### src/rtl/scan_sel_gen_pkg.sv
// Shared types and helpers for the scan select generator: FSM states, select width
// and the one-step code stepping/rollover rules used by the top.
package scan_sel_gen_pkg;

  typedef enum logic {
    ST_IDLE = 1'b0,
    ST_RUN  = 1'b1
  } state_t;

  localparam int SEL_W = 2;
  typedef logic [SEL_W-1:0] sel_t;
  localparam sel_t SEL_MAX = 2'd3;

  function automatic sel_t step_sel(input sel_t sel, input logic down);
    return down ? sel - sel_t'(1) : sel + sel_t'(1);
  endfunction

  // A rollover is 3->0 counting up, or 0->3 counting down.
  function automatic logic is_rollover(input sel_t sel, input logic down);
    return down ? (sel == '0) : (sel == SEL_MAX);
  endfunction

endpackage

### src/rtl/scan_sel_gen_dwell_cnt.sv
// Dwell counter: counts enabled cycles 0..DWELL-1 and flags the last one on tc.
// clr restarts the dwell; counting stops (holds) whenever en is low.
module scan_sel_gen_dwell_cnt #(
  parameter int DWELL   = 4,
  parameter int DWELL_W = 8
) (
  input  logic clk,
  input  logic rst,
  input  logic en,
  input  logic clr,
  output logic tc
);

  logic [DWELL_W-1:0] cnt;

  assign tc = (cnt == DWELL_W'(DWELL - 1));

  // NOTE: sequential state uses non-blocking assignments so every flop samples
  // pre-edge values regardless of statement order.
  always_ff @(posedge clk) begin
    if (rst || clr) begin
      cnt <= '0;
    end else if (en) begin
      cnt <= tc ? '0 : cnt + DWELL_W'(1);
    end
  end

endmodule

### src/rtl/scan_sel_gen.sv
// Select generator driving a 2-to-4 decoder's A/B inputs through 0,1,2,3 with a
// programmable dwell. Optional macro SCAN_DIR_EN adds a dir input (1 = count down).
module scan_sel_gen
  import scan_sel_gen_pkg::*;
#(
  parameter int DWELL   = 4,
  parameter int DWELL_W = 8
) (
  input  logic       clk,
  input  logic       rst,
  input  logic       en,
  input  logic       load,
  input  logic [1:0] load_sel,
`ifdef SCAN_DIR_EN
  input  logic       dir,
`endif
  output logic       a,
  output logic       b,
  output logic       valid,
  output logic       wrap
);

  state_t state;
  sel_t   sel;
  logic   tc;
  logic   cnt_en;
  logic   down;

`ifdef SCAN_DIR_EN
  assign down = dir;
`else
  assign down = 1'b0;
`endif

  // Only a running, enabled cycle consumes dwell; a load restarts it instead.
  assign cnt_en = (state == ST_RUN) && en && !load;

  scan_sel_gen_dwell_cnt #(
    .DWELL   (DWELL),
    .DWELL_W (DWELL_W)
  ) u_dwell (
    .clk (clk),
    .rst (rst),
    .en  (cnt_en),
    .clr (load),
    .tc  (tc)
  );

  always_ff @(posedge clk) begin
    if (rst) begin
      state <= ST_IDLE;
      sel   <= '0;
      wrap  <= 1'b0;
    end else begin
      state <= en ? ST_RUN : ST_IDLE;
      wrap  <= 1'b0;
      if (load) begin
        sel <= load_sel;
      end else if (cnt_en && tc) begin
        sel  <= step_sel(sel, down);
        wrap <= is_rollover(sel, down);
      end
    end
  end

  // a and b come from one register so the decoder never sees a split transition.
  assign {b, a} = sel;
  assign valid  = (state == ST_RUN);

endmodule

### config.mk
export PLATFORM = sky130hd
export DESIGN_NAME = scan_sel_gen
export DESIGN_NICKNAME = d
export VERILOG_FILES = /design/src/rtl/scan_sel_gen_pkg.sv /design/src/rtl/scan_sel_gen_dwell_cnt.sv /design/src/rtl/scan_sel_gen.sv
export SDC_FILE = /design/constraint.sdc
export NUM_CORES = 1
export LEC_CHECK = 0
export CELL_PAD_IN_SITES_DETAIL_PLACEMENT = 1
export CELL_PAD_IN_SITES_GLOBAL_PLACEMENT = 1
export CORE_MARGIN = 2
export CORE_UTILIZATION = 36
export DETAILED_ROUTE_END_ITERATION = 8
export PLACE_DENSITY = 0.83
export SETUP_SLACK_MARGIN = 0.3
export SYNTH_ARGS = -nofsm -noshare
export SYNTH_HDL_FRONTEND = slang
export SYNTH_SLANG_ARGS = --single-unit
### constraint.sdc
create_clock -name clk -period 2.2 [get_ports clk]
set_clock_uncertainty 0.1 [all_clocks]
set_input_delay 0.22 -clock clk [delete_from_list [all_inputs] [get_ports clk]]
set_output_delay 0.22 -clock clk [all_outputs]
set_load 0.05 [all_outputs]
---- Yosys cells after proc, flatten, opt, wreduce, memory -nomap -nowiden ----
Cells that the tools add are included.
storage, ports and cells
  register bits ........................... 12
  input bits .............................. 6
  output and inout port bits .............. 4
  logic and storage cells ................. 20
operators by class
  add/subtract/negate cells ............... 2
  equality and inequality tests ........... 2
  multiplexer cells ....................... 4
  bitwise gates (word level) .............. 1
  reduce and logical (&&, ||, !) cells .... 7
operator list
  kind                                                             count
  8-bit by 1-bit adder with 8-bit output, second input constant    1
  8-bit by 2-bit == test with 1-bit output, second input constant  1
  8-bit 2-to-1 mux                                                 1
  2-bit 2-to-1 mux                                                 2
  1-bit logical AND                                                3
  3-bit OR reduction                                               1
  2-bit by 1-bit adder with 2-bit output, second input constant    1
  2-bit == test, second input constant                             1
  2-bit nonzero test                                               1
  1-bit zero test                                                  1
  1-bit logical OR                                                 1
  1-bit 2-to-1 mux                                                 1
  1-bit inverter                                                   1

---- Logic depth before layout (Yosys ltp) ----
  depth after elaboration ................. 5
  gate-level depth with buffers ........... 5
  mapped depth without buffers ............ 4

---- By module ----
Synthesis repeated with hierarchy kept, for this count alone.
second synthesis, totals
  cells, all modules ...................... 63
  area, all modules ....................... 600.6 sq um
by module, submodules not included
  module                  times used  cells an instance  area an instance (sq um)  sequential area each (sq um)
  scan_sel_gen_dwell_cnt  1           45                 410.4                     160.2
  scan_sel_gen            1           18                 190.2                     80.1

---- Worst setup path after synthesis ----
No wires, ideal clock.
  path kind ............................... register to register
  start point ............................. register state, in the netlist valid
  end point ............................... register u_dwell.cnt[0]
  library setup time ...................... 0.139 ns
  arrival time ............................ 1.637 ns
  required time ........................... 1.961 ns
  path slack .............................. 0.324 ns
  stages on the path, launching flop included .. 5
  path buffers ............................ 1
  period minus slack after synthesis ...... 1.876 ns
  cell sequence ........................... dfxtp_1 > nand4b_1 > clkbuf_1 > o31ai_1 > nor2_1
between the ends
  word-level cells in the longest chain between the ends .. 2
RTL lines
  item                            line                          source
  from (decl)                     scan_sel_gen.sv:23            state_t state;
  from (signal assigned)          scan_sel_gen.sv:55            state <= en ? ST_RUN : ST_IDLE;
  1-bit logical AND (2 in a row)  scan_sel_gen.sv:36            assign cnt_en = (state == ST_RUN) && en && !load;
  to (signal assigned)            scan_sel_gen_dwell_cnt.sv:24  cnt <= tc ? '0 : cnt + DWELL_W'(1);
  to (decl)                       scan_sel_gen_dwell_cnt.sv:14  logic [DWELL_W-1:0] cnt;
No other way between the ends.
A chain may end at the register's enable or synchronous reset.

---- Final worst setup path ----
  start point ............................. register sel[0]
  end point ............................... output port a
RTL lines
  item                    line                source
  from (decl)             scan_sel_gen.sv:24  sel_t sel;
  from (signal assigned)  scan_sel_gen.sv:58  sel <= load_sel;
  from (signal assigned)  scan_sel_gen.sv:60  sel <= step_sel(sel, down);
  to (decl)               scan_sel_gen.sv:17  output logic a,
No word-level cell between the ends.

==> metrics.txt <==
outcome=finished, final reports clean; Diodes inserted=0; dpl hpwl=957 um; Port Buffers=9; nets@finish=86; crit path DAT=1500 ps; Area Growth Syn to Fin=28.0%; Gate power share=0.108; Die Span Y=43.7 um; clock transition at the registers of the reported paths=80 ps; mux contribution to synthesized area=0.0353; GRT overflow=0; simple-gate area share of the yosys netlist=0.272; Final Hold Viols=0; Peak VDD IR=0.000373 V; Worst path slowest cell=clkdlybuf4s50_1; vias in the first global route=520; syn_nets=73; clock sink total=12; Max Cap Viol=0; critical path type=register to output port; largest area contributor in the netlist=dfxtp_1; final hold slack=391 ps; wire length per cell=14.0 um; period utilisation layout=0.826; fin. max-slew vios=0; core area=0.00149 mm^2; EDFF count, synth=0; CTS Buf Count=3; CP peak stage delay=820 ps; Setup crit end kind=output port; Ports=10; internal power=0.000343 W; Register Area=240 um^2; NetSw=0.000113 W; hold_buf cts=0; via count=534; part of the power in registers=0.491; main combinational cell family by area after synthesis=simple AND/OR/NAND/NOR gates; Starting Density=0.381; Worst Path Required=1880 ps; PwrDens=629 mW/mm^2; placed cell count=89; Max H-tree Level=1; crit-path leading delay family=buffers and inverters; initial antenna violation count=0; WP buf/inv=1; gr usage total=0.170; post-CTS setup buffers=0; register-to-register path setup slack=410 ps; Final Non-Filler Cells=93; post-route setup slack=382 ps; min Tclk post-route=1820 ps; CP max FO=4; CTS root buf=clkbuf_4; Filler cells=169; mapped cell area=567 um^2; layout cells sized above 1=0.130; CTS resizes=0; Die ar.=0.00191 mm^2; post-DR vias/cell=5.74; synth warn=0; first-pass GRT wire length=2210 um; synthesized area per cell=8.72 um^2; Startpoint Class=register; multi-input logic area=317 um^2; Routed WL=1300 um; Mapped Cells=65; most common cell after layout, fill and taps aside=dfxtp_1; commonest non-fill, non-tap cells in the layout=dfxtp_1 (12), clkdlybuf4s50_1 (9), nand2_1 (6); Final TNS setup=0 ps; sequential area share after synthesis=0.424; Least-Margin Pin Slew=500 ps; RSZ-0062 raised after global routing=false; largest net degree at the start of global routing=9; final setup vio count=0; Routed Antenna Nets=0; CP cell instances=clkdlybuf4s50_1; adder-cell share of the synthesized area=0.0442; top_reg_cell synth=dfxtp_1; power share of the clock group=0.400; gpl congestion=0.734; Switching Share=0.248; Slew headroom=0.665; #FFs+latches synth=12; LEAKAGE=0.253 nW; area fraction in compound gates after synthesis=0.159; Area contributors post-synth=dfxtp_1 (42%), o31ai_1 (6.6%), or4_1 (5.3%), ha_1 (4.4%), nand2_1 (4.0%); ys async rst share=0; CTS tree=done; Netlist cell types=24; die width=43.7 um; HP Class=register to register; Synth Area in XOR/XNOR=0.0309; Clk Latency, worst-skew pair=280 ps; Rows=14; Placement Setup Slack=206 ps; Power Total=0.000457 W; Max clock buf depth=2; Detailed Routing Iterations Pass 1=4; First DRT Iteration DRCs=8; maximum clock rate=550 MHz; drt drc=0; Synth top area share=0.424
[flip-flops by register name, summed over array words and instances (netlist names)]
name         cells
sel              2
u_dwell.cnt      8
valid            1
wrap             1
[metal layers]
layer	vias to the layer above	part of all wire	global-route usage
met1	253	0.45	0.187
met2	10	0.46	0.253
met4	0	0.039	0.145
met5	-	0	0
met3	5	0.044	0.0667
li1	266	-	-
[final timing paths]
path	cells after the start	from	endpoint
worst max-delay path	1	sel[0]$_SDFFE_PP0P_	a
worst min register to register	2	u_dwell.cnt[7]$_SDFFE_PP0N_	u_dwell.cnt[7]$_SDFFE_PP0N_
worst max register to register	3	u_dwell.cnt[4]$_SDFFE_PP0N_	sel[0]$_SDFFE_PP0P_
worst min-delay path	2	u_dwell.cnt[7]$_SDFFE_PP0N_	u_dwell.cnt[7]$_SDFFE_PP0N_
[synth_stat cells, types with 2 or more instances]
library cell	n
a21oi_1	4
a311oi_1	2
clkbuf_1	2
dfxtp_1	12
ha_1	2
inv_1	2
mux2i_1	2
nand2_1	6
nor2_1	5
nor3_1	2
nor4_1	2
o21ai_0	3
o31ai_1	5
or3_1	2
or4_1	4
xor2_1	2
[final cells by class]
cell class                 count  area share
sequential                    12       0.331
tap                           16      0.0276
multi-input combinational     48       0.436
clock buffer                   4      0.0500
timing repair buffer          11       0.145
inverter                       2      0.0103
[through the flow]
stage,instance area [um^2],utilization
after global routing,726,0.487
after global placement,679,0.456
after detailed placement,679,0.456
after floorplan,567,-
after CTS,716,0.481
final,726,0.487
[power groups by stage]
stage / combinational (W) / sequential [W] / clock, W
2_1_floorplan: 0.0000126 / 0.000241 / 0
3_3_place_gp: 0.0000469 / 0.000229 / 0
3_5_place_dp: 0.0000481 / 0.000230 / 0
4_1_cts: 0.0000484 / 0.000224 / 0.000187
5_1_grt: 0.0000536 / 0.000225 / 0.000196
6_report: 0.0000494 / 0.000224 / 0.000183
[worst min-delay path: cells and delay by family (launching register included)]
kind	cells	cell delay [ps]
flip-flops	1	330
multiplexers	1	60
AND/OR/NAND/NOR	1	60
[cell families (layout without fill, tap and decap cells)]
logic type / Yosys count / after routing
and+or+nand+nor: 28 / 28
AOI/OAI and AO/OA: 14 / 14
DFF: 12 / 12
buffers and inverters: 5 / 17
adders and majority gates: 2 / 2
xor gates and xnor gates: 2 / 2
muxes: 2 / 2
No activity file was read; power rests on OpenSTA's default activity.
